File: config.mk
export PLATFORM = sky130hd
export DESIGN_NAME = branch_predict_unit_flat
export DESIGN_NICKNAME = d
export VERILOG_FILES = /design/src/rtl/branch_predict_if.sv /design/src/rtl/branch_predict_unit.sv /design/src/flat_wrapper.sv
export SDC_FILE = /design/constraint.sdc
export NUM_CORES = 1
export LEC_CHECK = 0
export CAP_MARGIN = 20
export CORE_MARGIN = 3
export CORE_UTILIZATION = 49
export CTS_CLUSTER_SIZE = 10
export DETAILED_ROUTE_END_ITERATION = 10
export PLACE_DENSITY_LB_ADDON = 0.15
export SLEW_MARGIN = 20
export SYNTH_ARGS = -nofsm -noshare
export SYNTH_HDL_FRONTEND = slang
export SYNTH_SLANG_ARGS = --single-unit
File: constraint.sdc
create_clock -name clk -period 4.4 [get_ports clk]
set_input_delay 0.88 -clock clk [delete_from_list [all_inputs] [get_ports clk]]
set_output_delay 0.88 -clock clk [all_outputs]
set_load 0.05 [all_outputs]
File: src/rtl/branch_predict_if.sv
// Fetch-lookup and execute-resolve signals of the branch predict unit.
// Handshake: every *_req / *_valid is a single-cycle, valid-only strobe. There
// is no ready; the unit accepts one lookup and one resolve every cycle, and the
// consumer must take pred_valid / out_valid in the cycle they are high.
interface branch_predict_if;
    logic        pred_req;
    logic [31:0] pred_pc;
    logic        pred_valid;
    logic        pred_taken;

    logic        res_valid;
    logic [31:0] res_pc;
    logic [31:0] res_inst;
    logic [31:0] res_rs_val;
    logic [31:0] res_rt_val;
    logic        res_pred_taken;
    logic        flush;

    logic        out_valid;
    logic        out_taken;
    logic [31:0] out_next_pc;
    logic        out_mispredict;
    logic [2:0]  out_cond;

    // Pipeline side: drives lookups and resolves, consumes results.
    modport master (
        output pred_req, pred_pc,
        output res_valid, res_pc, res_inst, res_rs_val, res_rt_val,
        output res_pred_taken, flush,
        input  pred_valid, pred_taken,
        input  out_valid, out_taken, out_next_pc, out_mispredict, out_cond
    );

    // Predictor side.
    modport slave (
        input  pred_req, pred_pc,
        input  res_valid, res_pc, res_inst, res_rs_val, res_rt_val,
        input  res_pred_taken, flush,
        output pred_valid, pred_taken,
        output out_valid, out_taken, out_next_pc, out_mispredict, out_cond
    );
endinterface

File: src/rtl/branch_predict_unit.sv
// Branch resolver plus a table of 2-bit saturating counters indexed by
// pc[IDX+1:2]. Lookups return bit 1 of the counter one cycle later; resolves
// return direction / successor PC / mispredict one cycle later and train the
// counter for conditional branches only.
module branch_predict_unit #(
    parameter int         BHT_ENTRIES = 64,
    parameter logic [1:0] CTR_INIT    = 2'b01,
    localparam int        IDX         = $clog2(BHT_ENTRIES)
) (
    input logic              clk,
    input logic              rst,
    branch_predict_if.slave  bus
);

    typedef enum logic [2:0] {
        COND_NOP    = 3'd0,
        COND_LT     = 3'd1,
        COND_GE     = 3'd2,
        COND_EQ     = 3'd3,
        COND_NE     = 3'd4,
        COND_LE     = 3'd5,
        COND_GT     = 3'd6,
        COND_ALWAYS = 3'd7
    } cond_e;

    logic [1:0]     bht [BHT_ENTRIES];

    logic [5:0]     op;
    logic [4:0]     rt_field;
    logic [5:0]     funct;
    logic [15:0]    imm;
    cond_e          cond;
    logic           taken;
    logic [31:0]    pc4;
    logic [31:0]    branch_tgt;
    logic [31:0]    jump_tgt;
    logic [31:0]    target;
    logic [31:0]    next_pc;
    logic           trains;
    logic           res_fire;
    logic [IDX-1:0] ridx;
    logic [IDX-1:0] pidx;
    logic [1:0]     ctr_cur;
    logic [1:0]     ctr_next;
    logic           unused_pred_pc_bits;

    assign op       = bus.res_inst[31:26];
    assign rt_field = bus.res_inst[20:16];
    assign funct    = bus.res_inst[5:0];
    assign imm      = bus.res_inst[15:0];

    assign pc4        = bus.res_pc + 32'd4;
    assign branch_tgt = pc4 + {{14{imm[15]}}, imm, 2'b00};
    assign jump_tgt   = {pc4[31:28], bus.res_inst[25:0], 2'b00};

    assign ridx = bus.res_pc[IDX+1:2];
    assign pidx = bus.pred_pc[IDX+1:2];
    assign unused_pred_pc_bits = ^{bus.pred_pc[31:IDX+2], bus.pred_pc[1:0]};

    assign res_fire = bus.res_valid && !bus.flush;
    assign trains   = (cond != COND_NOP) && (cond != COND_ALWAYS);
    assign ctr_cur  = bht[ridx];

    // Decode the instruction word into a condition class.
    always_comb begin
        cond = COND_NOP;
        case (op)
            6'b000001: begin
                if (rt_field == 5'd0)      cond = COND_LT;
                else if (rt_field == 5'd1) cond = COND_GE;
            end
            6'b000100: cond = COND_EQ;
            6'b000101: cond = COND_NE;
            6'b000110: if (rt_field == 5'd0) cond = COND_LE;
            6'b000111: if (rt_field == 5'd0) cond = COND_GT;
            6'b000010, 6'b000011: cond = COND_ALWAYS;
            6'b000000: begin
                if (funct == 6'b001000 || funct == 6'b001001) cond = COND_ALWAYS;
            end
            default: cond = COND_NOP;
        endcase
    end

    // Evaluate the actual direction and the successor PC.
    always_comb begin
        taken = 1'b0;
        case (cond)
            COND_LT:     taken = bus.res_rs_val[31];
            COND_GE:     taken = !bus.res_rs_val[31];
            COND_EQ:     taken = (bus.res_rs_val == bus.res_rt_val);
            COND_NE:     taken = (bus.res_rs_val != bus.res_rt_val);
            COND_LE:     taken = bus.res_rs_val[31] || (bus.res_rs_val == 32'd0);
            COND_GT:     taken = !bus.res_rs_val[31] && (bus.res_rs_val != 32'd0);
            COND_ALWAYS: taken = 1'b1;
            default:     taken = 1'b0;
        endcase

        // J/JAL use the region target, JR/JALR (op 0) jump to rs, rest are branches.
        if (op[5:1] == 5'b00001)  target = jump_tgt;
        else if (op == 6'b000000) target = bus.res_rs_val;
        else                      target = branch_tgt;

        next_pc = taken ? target : pc4;
    end

    // Saturating step of the counter being trained.
    always_comb begin
        ctr_next = ctr_cur;
        if (taken) begin
            if (ctr_cur != 2'b11) ctr_next = ctr_cur + 2'd1;
        end else begin
            if (ctr_cur != 2'b00) ctr_next = ctr_cur - 2'd1;
        end
    end

    // Counter table: reset to CTR_INIT, trained by unflushed conditional resolves.
    always_ff @(posedge clk) begin
        if (rst) begin
            for (int i = 0; i < BHT_ENTRIES; i++) bht[i] <= CTR_INIT;
        end else if (res_fire && trains) begin
            bht[ridx] <= ctr_next;
        end
    end

    // Registered lookup; reads the table before this edge's update (read-first).
    always_ff @(posedge clk) begin
        if (rst) begin
            bus.pred_valid <= 1'b0;
            bus.pred_taken <= 1'b0;
        end else begin
            bus.pred_valid <= bus.pred_req;
            if (bus.pred_req) bus.pred_taken <= bht[pidx][1];
        end
    end

    // Registered resolve result; next_pc holds its last value while idle.
    always_ff @(posedge clk) begin
        if (rst) begin
            bus.out_valid      <= 1'b0;
            bus.out_taken      <= 1'b0;
            bus.out_mispredict <= 1'b0;
            bus.out_cond       <= 3'd0;
            bus.out_next_pc    <= 32'd0;
        end else if (res_fire) begin
            bus.out_valid      <= 1'b1;
            bus.out_taken      <= taken;
            bus.out_mispredict <= taken ^ bus.res_pred_taken;
            bus.out_cond       <= cond;
            bus.out_next_pc    <= next_pc;
        end else begin
            bus.out_valid      <= 1'b0;
            bus.out_taken      <= 1'b0;
            bus.out_mispredict <= 1'b0;
            bus.out_cond       <= 3'd0;
        end
    end

endmodule

File: src/flat_wrapper.sv
// flat-port wrapper written by rule: the top's interface ports become plain ports
module branch_predict_unit_flat 
#(
    parameter int         BHT_ENTRIES = 64,
    parameter logic [1:0] CTR_INIT    = 2'b01,
    localparam int        IDX         = $clog2(BHT_ENTRIES)
)
  (clk, rst, bus_pred_req, bus_pred_pc, bus_res_valid, bus_res_pc, bus_res_inst, bus_res_rs_val, bus_res_rt_val, bus_res_pred_taken, bus_flush, bus_pred_valid, bus_pred_taken, bus_out_valid, bus_out_taken, bus_out_next_pc, bus_out_mispredict, bus_out_cond);
  branch_predict_if bus_i ();
  input logic clk;
  input logic rst;
  input wire logic [$bits(bus_i.pred_req)-1:0] bus_pred_req;
  input wire logic [$bits(bus_i.pred_pc)-1:0] bus_pred_pc;
  input wire logic [$bits(bus_i.res_valid)-1:0] bus_res_valid;
  input wire logic [$bits(bus_i.res_pc)-1:0] bus_res_pc;
  input wire logic [$bits(bus_i.res_inst)-1:0] bus_res_inst;
  input wire logic [$bits(bus_i.res_rs_val)-1:0] bus_res_rs_val;
  input wire logic [$bits(bus_i.res_rt_val)-1:0] bus_res_rt_val;
  input wire logic [$bits(bus_i.res_pred_taken)-1:0] bus_res_pred_taken;
  input wire logic [$bits(bus_i.flush)-1:0] bus_flush;
  output wire logic [$bits(bus_i.pred_valid)-1:0] bus_pred_valid;
  output wire logic [$bits(bus_i.pred_taken)-1:0] bus_pred_taken;
  output wire logic [$bits(bus_i.out_valid)-1:0] bus_out_valid;
  output wire logic [$bits(bus_i.out_taken)-1:0] bus_out_taken;
  output wire logic [$bits(bus_i.out_next_pc)-1:0] bus_out_next_pc;
  output wire logic [$bits(bus_i.out_mispredict)-1:0] bus_out_mispredict;
  output wire logic [$bits(bus_i.out_cond)-1:0] bus_out_cond;
  assign bus_i.pred_req = bus_pred_req;
  assign bus_i.pred_pc = bus_pred_pc;
  assign bus_i.res_valid = bus_res_valid;
  assign bus_i.res_pc = bus_res_pc;
  assign bus_i.res_inst = bus_res_inst;
  assign bus_i.res_rs_val = bus_res_rs_val;
  assign bus_i.res_rt_val = bus_res_rt_val;
  assign bus_i.res_pred_taken = bus_res_pred_taken;
  assign bus_i.flush = bus_flush;
  assign bus_pred_valid = bus_i.pred_valid;
  assign bus_pred_taken = bus_i.pred_taken;
  assign bus_out_valid = bus_i.out_valid;
  assign bus_out_taken = bus_i.out_taken;
  assign bus_out_next_pc = bus_i.out_next_pc;
  assign bus_out_mispredict = bus_i.out_mispredict;
  assign bus_out_cond = bus_i.out_cond;
  branch_predict_unit #(.BHT_ENTRIES(BHT_ENTRIES), .CTR_INIT(CTR_INIT)) u_core (.clk(clk), .rst(rst), .bus(bus_i));
endmodule
==> flow_metrics.tcl, run 1 <==
set metrics [dict create \
    status "completed" \
    syn_area_per_cell_sq_um 9.57 \
    period_share_pct 97.1 \
    antenna_found_initial 1 \
    worst_skew_pair.late_latency_ns 0.45 \
    startpoint_type "input pin" \
    cts_buffers 17 \
    synth_top_cells_by_count "nor2_1, edfxtp_1, nand2_1, a21o_1, nand3_1" \
    critPathKind "in -> reg" \
    portBuffers 179 \
    layout.nets 1760 \
    critPathMaxStageDelay_ns 0.48 \
    post_drt_wl_per_cell_microns 23.8 \
    synth-edff-count 128 \
    drt-vias-per-instance 6.31 \
    slowest_stage "clkdlybuf4s50_1" \
    grt_pass1_vias 11200 \
    synthMostInstantiatedCell "nor2_1" \
    die_w_microns 162 \
    drt-initial-drc-count 1453 \
    crit_fanout 3 \
    dieArea_sq_um 26100 \
    pwr-share-seq_pct 38.1 \
    drive_gt1_share_pct 22.5 \
    dr.pass1.iters 9 \
    p_int_uw 3150 \
    synth_top_area_share_pct 32.4 \
    yosysSeqAreaShare_pct 39.2 \
    final.setup.tns_ns 0 \
    power.density_nw_per_um2 285 \
    setup_violations 0 \
    cts_root_buf "clkbuf_16" \
    dp_hpwl_microns 33300 \
    h-tree-depth 4 \
    synth-main-ff-cell "edfxtp_1" \
    end_kind "register" \
    worst_ep_arrival_time_ns 4.57 \
    grt_usage_pct 33.8 \
    route.detailed.drc 0 \
    fin_crit_ns 4.27 \
    yosys-top-cells-area "edfxtp_1, dfxtp_1, mux4_2" \
    clkPwrFrac_pct 34.7 \
    syn_nets 1442 \
    cts.sinks 168 \
    crit_family "simple AND/OR/NAND/NOR gates" \
    syn2layout_area_growth_pct 37.6 \
    clock_path_buffers 2 \
    ys_ff_latch 168 \
    fmax_mhz 234 \
    antenna_left 0 \
    power_leakage_uw 0.00624 \
    synthCells 1239 \
    cts.clk_slew.worst_paths_ns 0.08 \
    core_sq_um 23600 \
    ctsHoldBuffers 0 \
    synth.largest_area_cell "edfxtp_1" \
    worst_slew_pin_slew_ns 0.900 \
    slew_viol_final 0 \
    pin_count 206 \
    start_util_pct 50.2 \
    routed_wirelength_microns 45000 \
    grt_pass1_wl_microns 67500 \
    fin_skew_ns 0.0158 \
    worst_ep_required_time_ns 4.70 \
    gp_congestion 0.965 \
    max_slew_margin_pct 40.0 \
    hold_slack_ns 0.458 \
    grt_max_degree 55 \
    synth_warnings 0 \
    fp.dieH_microns 162 \
    overflow 0 \
    power_uw 4640 \
    num_rows 56 \
    hold_viol_final 0 \
    tritoncts "done" \
    comb_power_share_pct 27.2 \
    ys_async_sr_fraction_pct 0 \
    synth_area_sq_um 11900 \
    via_count 11900 \
    vdd_drop_max_mv 0.232 \
    drv_cap 0 \
    holdCritPathClass "reg -> reg" \
    yosysUniqueCellTypes 77 \
    cp_num_buf_inv 2 \
    crit_path_cell_trace "clkdlybuf4s50_1 -> and3_4 -> and2_4 -> nand4_1 -> buf_4 -> nor2b_4 -> nand4_1 -> xnor2_2 -> ha_1 -> a21o_1 -> a21o_1 -> a21oi_2 -> o21ai_0 -> a31o_2 -> or3_1 -> a32oi_1 -> or2_2 -> a211oi_1" \
    switching_share_pct 32.2 \
    power_switching_uw 1500 \
    ff2ff_setup_slack_ns 1.30 \
]
-- worst min-delay path, cell delays in order, from the launching register on --
cell and delay, ns:
dfxtp_1 0.32, nand2_1 0.05, o21ai_1 0.05
-- layout by cell type, fill, tap and decap left out, types with 10 or more instances in the layout --
| cell type | synthesis | layout |
|---|---|---|
| buf_4 | 8 | 196 |
| clkdlybuf4s50_1 | 0 | 171 |
| nor2_1 | 133 | 133 |
| edfxtp_1 | 128 | 128 |
| nand2_1 | 107 | 106 |
| a21o_1 | 80 | 80 |
| nand3_1 | 79 | 77 |
| a21oi_1 | 66 | 62 |
| xor2_1 | 50 | 48 |
| dfxtp_1 | 40 | 40 |
| ha_1 | 36 | 33 |
| mux4_2 | 31 | 31 |
| o211ai_1 | 29 | 29 |
| o21ai_0 | 30 | 28 |
| xnor2_1 | 35 | 25 |
| a22oi_1 | 20 | 20 |
| a211oi_1 | 21 | 19 |
| nor4_1 | 18 | 18 |
| clkbuf_16 | 0 | 17 |
| and3_1 | 19 | 16 |
| nand4_1 | 16 | 16 |
| mux2i_1 | 16 | 16 |
| buf_12 | 0 | 14 |
| nor2b_1 | 15 | 12 |
| a311oi_1 | 11 | 11 |
| mux2_2 | 11 | 11 |
| xnor2_2 | 0 | 10 |
| nor3_1 | 14 | 10 |
-- path summary, 6_finish.rpt --
path                                      startpoint                                      end  cells after the start
max                                   bus_res_pc[11]  u_core.bus.out_next_pc[29]$_SDFFE_PP0P_                     18
min          u_core.bus.out_next_pc[30]$_SDFFE_PP0P_  u_core.bus.out_next_pc[30]$_SDFFE_PP0P_                      2
max reg2reg          u_core.bht[42][1]$_SDFFCE_PN0P_          u_core.bht[26][1]$_SDFFCE_PN0P_                     11
min reg2reg  u_core.bus.out_next_pc[30]$_SDFFE_PP0P_  u_core.bus.out_next_pc[30]$_SDFFE_PP0P_                      2
-- metal layers --
layer	global-route usage [%]	wire length (microns)	vias to the layer above
li1	-	-	5347
met3	5.44	4790	78
met4	8.60	929	0
met1	50.7	19200	5789
met5	0	0	-
met2	51.2	20100	715
-- cell type report --
cell class	count	area [sq um]
antenna	1	2.50
clock buffer	17	425
clock inverter	15	200
fill	1887	7300
inverter	9	33.8
multi-input combinational	971	7050
sequential	168	4640
tap	319	399
timing repair buffer	390	3550
-- cell families (layout without fill, tap and decap cells) --
family                   Yosys count  after routing  synth area share, %
adder cells (fa/ha/maj)           38             38                 4.06
multiplexers                      58             58                 8.29
AND/OR/NAND/NOR                  455            455                 18.7
other                              0              1                    0
XOR/XNOR                          85             85                 6.28
AO/OA/AOI/OAI                    335            335                 19.7
flip-flops                       168            168                 39.2
buffers and inverters            100            431                 3.72
-- power groups by stage --
stage	clock [uW]	combinational [uW]	sequential, uW
final	1610	1260	1770
after detailed placement	0	1200	1800
after floorplan	0	586	1870
after CTS	1610	1220	1770
after global routing	1680	1340	1770
after global placement	0	1190	1800
-- registers in the layout, summed over array words and instances, names as in the netlist --
register and count:
u_core.bht 128, u_core.bus.out_cond 3, u_core.bus.out_mispredict 1, u_core.bus.out_next_pc 32, u_core.bus.out_taken 1, u_core.bus.out_valid 1
u_core.bus.pred_taken 1, u_core.bus.pred_valid 1
-- through the flow --
stage	setup slack (ns)	instances	instance area [sq um]	util [%]
5_1_grt	-0.0703	1890	16300	69.1
2_1_floorplan	0.0490	1239	11900	-
4_1_cts	0.00727	1884	16000	67.9
3_5_place_dp	-0.683	1852	15400	65.1
3_3_place_gp	-0.604	1852	15400	65.1
6_report	0.126	1890	16300	69.1
-- repair_timing --
item                       in CTS  in global routing
buffers inserted                0                  6
pin swaps                       0                 15
gates resized for setup        10                 42
setup endpoints to repair      13                 15
No activity file was read; power rests on OpenSTA's default activity.
==> run 2: changes to the inputs <==
- RECOVER_POWER: unset -> 25
==> run 2 against run 1 <==
  * The run now ends with capacitance limit, slew limit left
  * Non-clock buffer count unchanged
  * Register-to-register slack improved by 0.02 ns
  * First-iteration DRC count is 2.1% lower
  * Setup slack got worse by 0.028 ns
  * Sequential share of layout area rose by 0.12 points
  * Clock skew grew 0.0019 ns
  * Clock power hardly changed
  * Die area is the same
==> flow_metrics.tcl, run 2 (synthesis results as in run 1) <==
set metrics [dict create \
    status "complete, but fails checks" \
    violations "capacitance limit, slew limit" \
    startpoint_type "input pin" \
    switching_share_pct 32.3 \
    cts_buffers 17 \
    timing.rr.start "u_core.bht[42][1]$_SDFFCE_PN0P_" \
    routed_wirelength_microns 44900 \
    drt-initial-drc-count 1422 \
    fin_crit_ns 4.30 \
    comb_power_share_pct 27.1 \
    end_kind "register" \
    setup_violations 0 \
    grt.busiest_layer "met2" \
    layout_setup_ws_ns 0.0981 \
    use_met2_pct 51.2 \
    num_rows 56 \
    cts.sinks 168 \
    tritoncts "done" \
    utilization_pct 68.8 \
    grt_pass1_wl_microns 67500 \
    dieArea_sq_um 26100 \
    hold_viol_final 0 \
    gp_congestion 0.965 \
    die_w_microns 162 \
    antenna_found_initial 1 \
    fin_skew_ns 0.0178 \
    cts.clk_slew.worst_paths_ns 0.08 \
    power_switching_uw 1490 \
    r2r-end "u_core.bht[22][1]$_SDFFCE_PN0P_" \
    antenna_left 0 \
    final.setup.tns_ns 0 \
    top_register "u_core.bht" \
    dp_slack_ns -0.683 \
    layout.nets 1760 \
    hold_start "u_core.bus.out_next_pc[30]$_SDFFE_PP0P_" \
    final_cell_mix "buf_4, nor2_1, clkdlybuf4s50_1" \
    hold_depth 2 \
    grt_usage_pct 33.8 \
    largest_reg_flops 128 \
    vdd_drop_max_mv 0.231 \
    max_slew_margin_pct -50.9 \
    h-tree-depth 4 \
    grt_pass1_vias 11200 \
    core_sq_um 23600 \
    worst_slew_pin_slew_ns 2.26 \
    slew_viol_final 45 \
    ff2ff_path_depth 11 \
    pwr-share-seq_pct 38.2 \
    pin_count 206 \
    portBuffers 179 \
    via_count 11900 \
    final_common_cell "buf_4" \
    fill_cells 1906 \
    drv_cap 1 \
    worst_ep_required_time_ns 4.70 \
    dr.pass1.iters 8 \
    dp_hpwl_microns 33300 \
    place_area_sq_um 15400 \
    clock_path_buffers 2 \
    holdCritPathClass "reg -> reg" \
    p_int_uw 3140 \
    power.density_nw_per_um2 285 \
    power_leakage_uw 0.00630 \
    period_share_pct 97.8 \
    critPathKind "in -> reg" \
    fmax_mhz 232 \
    drt-vias-per-instance 6.28 \
    gr-usage-met1_pct 50.7 \
    reg_top3 "u_core.bht (128), u_core.bus.out_next_pc (32), u_core.bus.out_cond (3)" \
    route.detailed.drc 0 \
    use_met3_pct 5.44 \
    design_area_sq_um 16200 \
    cts_root_buf "clkbuf_16" \
    drive_gt1_share_pct 21.7 \
    worst_ep_arrival_time_ns 4.60 \
    post_drt_wl_per_cell_microns 23.8 \
    start_util_pct 50.2 \
    overflow 0 \
    syn2layout_area_growth_pct 37.0 \
    fp.dieH_microns 162 \
    crit_fanout 3 \
    ff2ff_setup_slack_ns 1.32 \
    grt_max_degree 55 \
    clkPwrFrac_pct 34.8 \
    holdPathEnd "u_core.bus.out_next_pc[30]$_SDFFE_PP0P_" \
    worst_skew_pair.late_latency_ns 0.45 \
]
==> run 2: changes by cell type in the layout (fill, tap and decap cells not counted), moves of 2 or more <==
| cell | previous run | this run |
|---|---|---|
| nor3_2 | 9 | 7 |
| clkdlybuf4s50_1 | 171 | 130 |
| dlygate4sd3_1 | 0 | 41 |
| clkbuf_1 | 0 | 8 |
| buf_4 | 196 | 188 |
| nor3_1 | 10 | 12 |
==> run 2: how the worst max path moves through the flow <==
stage,start,to,depth (start not counted)
floorplan,bus_res_pc[6],u_core.bus.out_next_pc[30]$_SDFFE_PP0P_,20
global placement,bus_res_pc[3],u_core.bus.out_next_pc[30]$_SDFFE_PP0P_,21
detailed placement,bus_res_pc[3],u_core.bus.out_next_pc[26]$_SDFFE_PP0P_,20
CTS,bus_res_pc[6],u_core.bus.out_next_pc[26]$_SDFFE_PP0P_,20
global route,bus_res_pc[12],u_core.bus.out_next_pc[29]$_SDFFE_PP0P_,18
finish,bus_res_pc[11],u_core.bus.out_next_pc[29]$_SDFFE_PP0P_,18
==> run 2: power by group through the flow <==
stage	Clock [uW]	Sequential (uW)	Combinational [uW]
after floorplan	0	1870	586
after global placement	0	1800	1190
after detailed placement	0	1800	1200
after CTS	1610	1770	1220
after global routing	1680	1770	1330
final	1610	1770	1250
==> run 2: final cells by class <==
class	count	area, sq um	share of cell area (%)
inverter	9	33.8	0.208
timing repair buffer	390	3510	21.6
clock inverter	15	200	1.23
tap	319	399	2.46
sequential	168	4640	28.6
antenna	1	2.50	0.0154
multi-input combinational	971	7030	43.3
clock buffer	17	425	2.62
==> run 2: repair_timing <==
action | 4_1_cts | 5_1_grt
hold buffers | 0 | 0
setup endpoints to repair | 13 | 15
cloned | 0 | 0
gates resized for setup | 10 | 42
buffers inserted | 0 | 6
pin swaps | 0 | 15
==> run 2: per-layer routing <==
layer	part of all wire [%]	up-vias	wire [microns]
met5	0	-	0
met4	1.9	0	846
met3	11	68	5110
met2	45	724	20100
met1	42	5731	18800
li1	-	5350	-
==> run 2: through the flow <==
stage	hold slack [ns]	std cells	power (uW)
global placement	0.442	1852	3000
finish	0.454	1890	4630
floorplan	0.662	1239	2460
CTS	0.461	1884	4590
detailed placement	0.450	1852	3010
global route	0.481	1890	4780
==> run 2: worst max-delay path, cell delays in order <==
cell and delay [ns]:
clkdlybuf4s50_1 0.48, and3_4 0.18, and2_4 0.15, nand4_1 0.18, buf_4 0.22, nor2b_4 0.14
nand4_1 0.18, xnor2_2 0.25, ha_1 0.27, a21o_1 0.21, a21o_1 0.19, a21oi_2 0.17
o21ai_0 0.11, a31o_2 0.27, or3_1 0.34, a32oi_1 0.18, or2_2 0.13, a211oi_1 0.05
==> variant: new RTL, settings of run 2 <==
Reset style: asynchronous (`rst`), changed in 3 clocked blocks.
--- a/src/rtl/branch_predict_unit.sv
+++ b/src/rtl/branch_predict_unit.sv
@@ -114,7 +114,7 @@
     end
 
     // Counter table: reset to CTR_INIT, trained by unflushed conditional resolves.
-    always_ff @(posedge clk) begin
+    always_ff @(posedge clk or posedge rst) begin
         if (rst) begin
             for (int i = 0; i < BHT_ENTRIES; i++) bht[i] <= CTR_INIT;
         end else if (res_fire && trains) begin
@@ -123,7 +123,7 @@
     end
 
     // Registered lookup; reads the table before this edge's update (read-first).
-    always_ff @(posedge clk) begin
+    always_ff @(posedge clk or posedge rst) begin
         if (rst) begin
             bus.pred_valid <= 1'b0;
             bus.pred_taken <= 1'b0;
@@ -134,7 +134,7 @@
     end
 
     // Registered resolve result; next_pc holds its last value while idle.
-    always_ff @(posedge clk) begin
+    always_ff @(posedge clk or posedge rst) begin
         if (rst) begin
             bus.out_valid      <= 1'b0;
             bus.out_taken      <= 1'b0;
Behaviour: differs if rst is asserted again (counterexample within 4 cycles, from zero or initial values and one cycle with rst high); with rst held inactive, the same outputs for 4 cycles.
==> variant against run 2 <==
  * The flow finishes with violations (max-capacitance violations, max-slew violations, negative setup slack)
  * Power fell by 3.4%
  * Global-route usage fell by 2.9 points
  * Synthesized area rose by 3.2%
  * Register-to-register slack improved by 0.26 ns
  * Setup slack got worse by 0.10 ns
  * Die area rose by 3.0%
  * Combinational power rose by 6%
  * Utilization fell by 3.0 points
  * Wire length fell by 7.7%
  * Design area fell by 1.3%
  * Clock skew fell by 0.0052 ns
  * Maximum frequency fell by 2.3%
  * Sequential cell count did not move
  * Critical path type unchanged
==> variant: results (changes against run 2) <==
stage,metric,value,unit,change
outcome,outcome,"complete, but fails checks",,
global_route,global-route wire length before repair,64000,µm,-5.3%
cells_and_area,layout cells sized above 1,31.6,%,+9.8 points
critical_path,Critical Path Start,bus_res_pc[8],,
cells_and_area,inverters,16,,+7
sta,"Slew Viols, Final",169,,+280%
cts,CTS Buf Count,17,,unchanged
yosys,"Async S/R FF share, synth",100,%,+100 points
critical_path,end of the critical path,u_core.bus.out_next_pc[30],,
global_route,initial antenna violation count,0,,-1
yosys,most instantiated cells after synthesis,"nand2_1, mux2_2, dfrtp_1, a21oi_1, nor2_1",,
placed_design,post-DP HPWL,31100,µm,-6.5%
global_route,met1 usage,39.7,%,-11 points
sta,Fin Setup TNS,-0.00416,ns,-0.00416 ns
yosys,Area contributors post-synth,"dfrtp_1, dfstp_2, mux2_2, nand2_1, xnor2_1",,
yosys,register area share after synthesis,35.0,%,-4.1 points
power,Max VDD drop,0.238,mV,+2.9%
yosys,xor/xnor share of the synthesized area,6.02,%,-0.26 points
yosys,Synth Area in Adders,3.94,%,-0.12 points
placed_design,final RePlAce weighted congestion,0.948,,-1.8%
critical_path,reg2reg end,u_core.bht[11],,
sta,final setup fails,1,,+1
yosys,number of distinct library cells after synthesis,84,,+9.1%
yosys,Post-Syn Nets,1438,,-0.28%
cells_and_area,number of diodes,0,,-1
cells_and_area,multi-input gate share of total cell area,46.7,%,+3.4 points
cells_and_area,Final Net Count,1730,,-1.7%
critical_path,CP Data Arrival Time,4.73,ns,+0.13 ns
outcome,failing checks,"max-capacitance violations, max-slew violations, negative setup slack",,
critical_path,critical path's top delay family,compound AO/OA/AOI/OAI gates,,
critical_path,Max Fanout on Critical Path,4,,+1
drt,Starting DRT DRC Count,967,,-32%
global_route,GRT Util Overall,30.9,%,-2.9 points
drt,wire length per cell,22.3,µm,-6.4%
critical_path,flop2flop setup slack,1.58,ns,+0.26 ns
critical_path,worst r2r src,u_core.bht[98],,
global_route,met3 Track Usage GR,5.04,%,-0.39 points
global_route,vias in the first global route,11300,,+0.79%
cells_and_area,sequential cells,168,,unchanged
sta,Worst Skew,0.0126,ns,-0.00515 ns
cells_and_area,CLK BUF,18,,+1
global_route,met2 usage,51.8,%,+0.57 points
drt,router iterations before antenna repair,5,,-3
drt,metal2 WL,19500,µm,-3.1%
sta,Slew @ Worst Pin,2.29,ns,+0.0243 ns
yosys,mux cell area share after synthesis,18.9,%,+11 points
global_route,largest net degree at the start of global routing,169,,+210%
drt,vias per cell,6.03,,-4.0%
cells_and_area,Non-CTS buffers,357,,-8.5%
power,Static Leak,6.96,nW,+10%
cells_and_area,multi-input gate count,967,,-0.41%
run,max_cap viols,1,,unchanged
sta,setup ws final,-0.00416,ns,-0.102 ns
cells_and_area,sequential portion of the cell area,26.7,%,-1.9 points
cells_and_area,Fillers,2026,,+6.3%
## variant: cell types whose count changed after synthesis, moves of 25 or more
cell	change
a21o_1	-59
dfrtp_1	+104
dfstp_2	+64
dfxtp_1	-40
edfxtp_1	-128
mux2_2	+128
nand2_1	+39
nand3_1	-55
nor2_1	-65
xnor2_1	+25
xor2_1	-26
## variant: per-stage QoR
step                instance area, µm²  hold WS [ns]  std cells  worst slack (ns)
floorplan                        12300         0.490       1235           -0.0740
global placement                 15400         0.463       1828            -0.549
detailed placement               15400         0.468       1828            -0.569
CTS                              16000         0.487       1863          0.000512
global route                     16000         0.512       1864            -0.149
finish                           16000         0.483       1864          -0.00416
## variant: tightest hold or removal path: stages, from the launching register on
cell,delay (ns)
dfrtp_1,0.34
nand2_1,0.04
o21ai_0,0.06
## variant: worst min path at each step
stage                               startpoint                         end  depth (start not counted)
global placement    u_core.bus.out_next_pc[16]  u_core.bus.out_next_pc[16]                          2
floorplan                       u_core.bht[79]              u_core.bht[79]                          1
global route        u_core.bus.out_next_pc[14]  u_core.bus.out_next_pc[14]                          2
CTS                 u_core.bus.out_next_pc[23]  u_core.bus.out_next_pc[23]                          2
finish              u_core.bus.out_next_pc[10]  u_core.bus.out_next_pc[10]                          2
detailed placement  u_core.bus.out_next_pc[23]  u_core.bus.out_next_pc[23]                          2
## variant: where the power goes
group          internal [mW]  leakage [nW]  switching, mW
combinational          0.579          4.62          0.739
sequential              1.61          2.05         0.0320
clock                  0.776         0.287          0.745
## variant: what timing repair did
item / CTS / global route
hold endpoints to repair: 0 / 0
gates resized for setup: 12 / 8
pin swaps: 9 / 4
setup buffers: 3 / 1
setup endpoints to repair: 6 / 4
gates cloned: 0 / 0
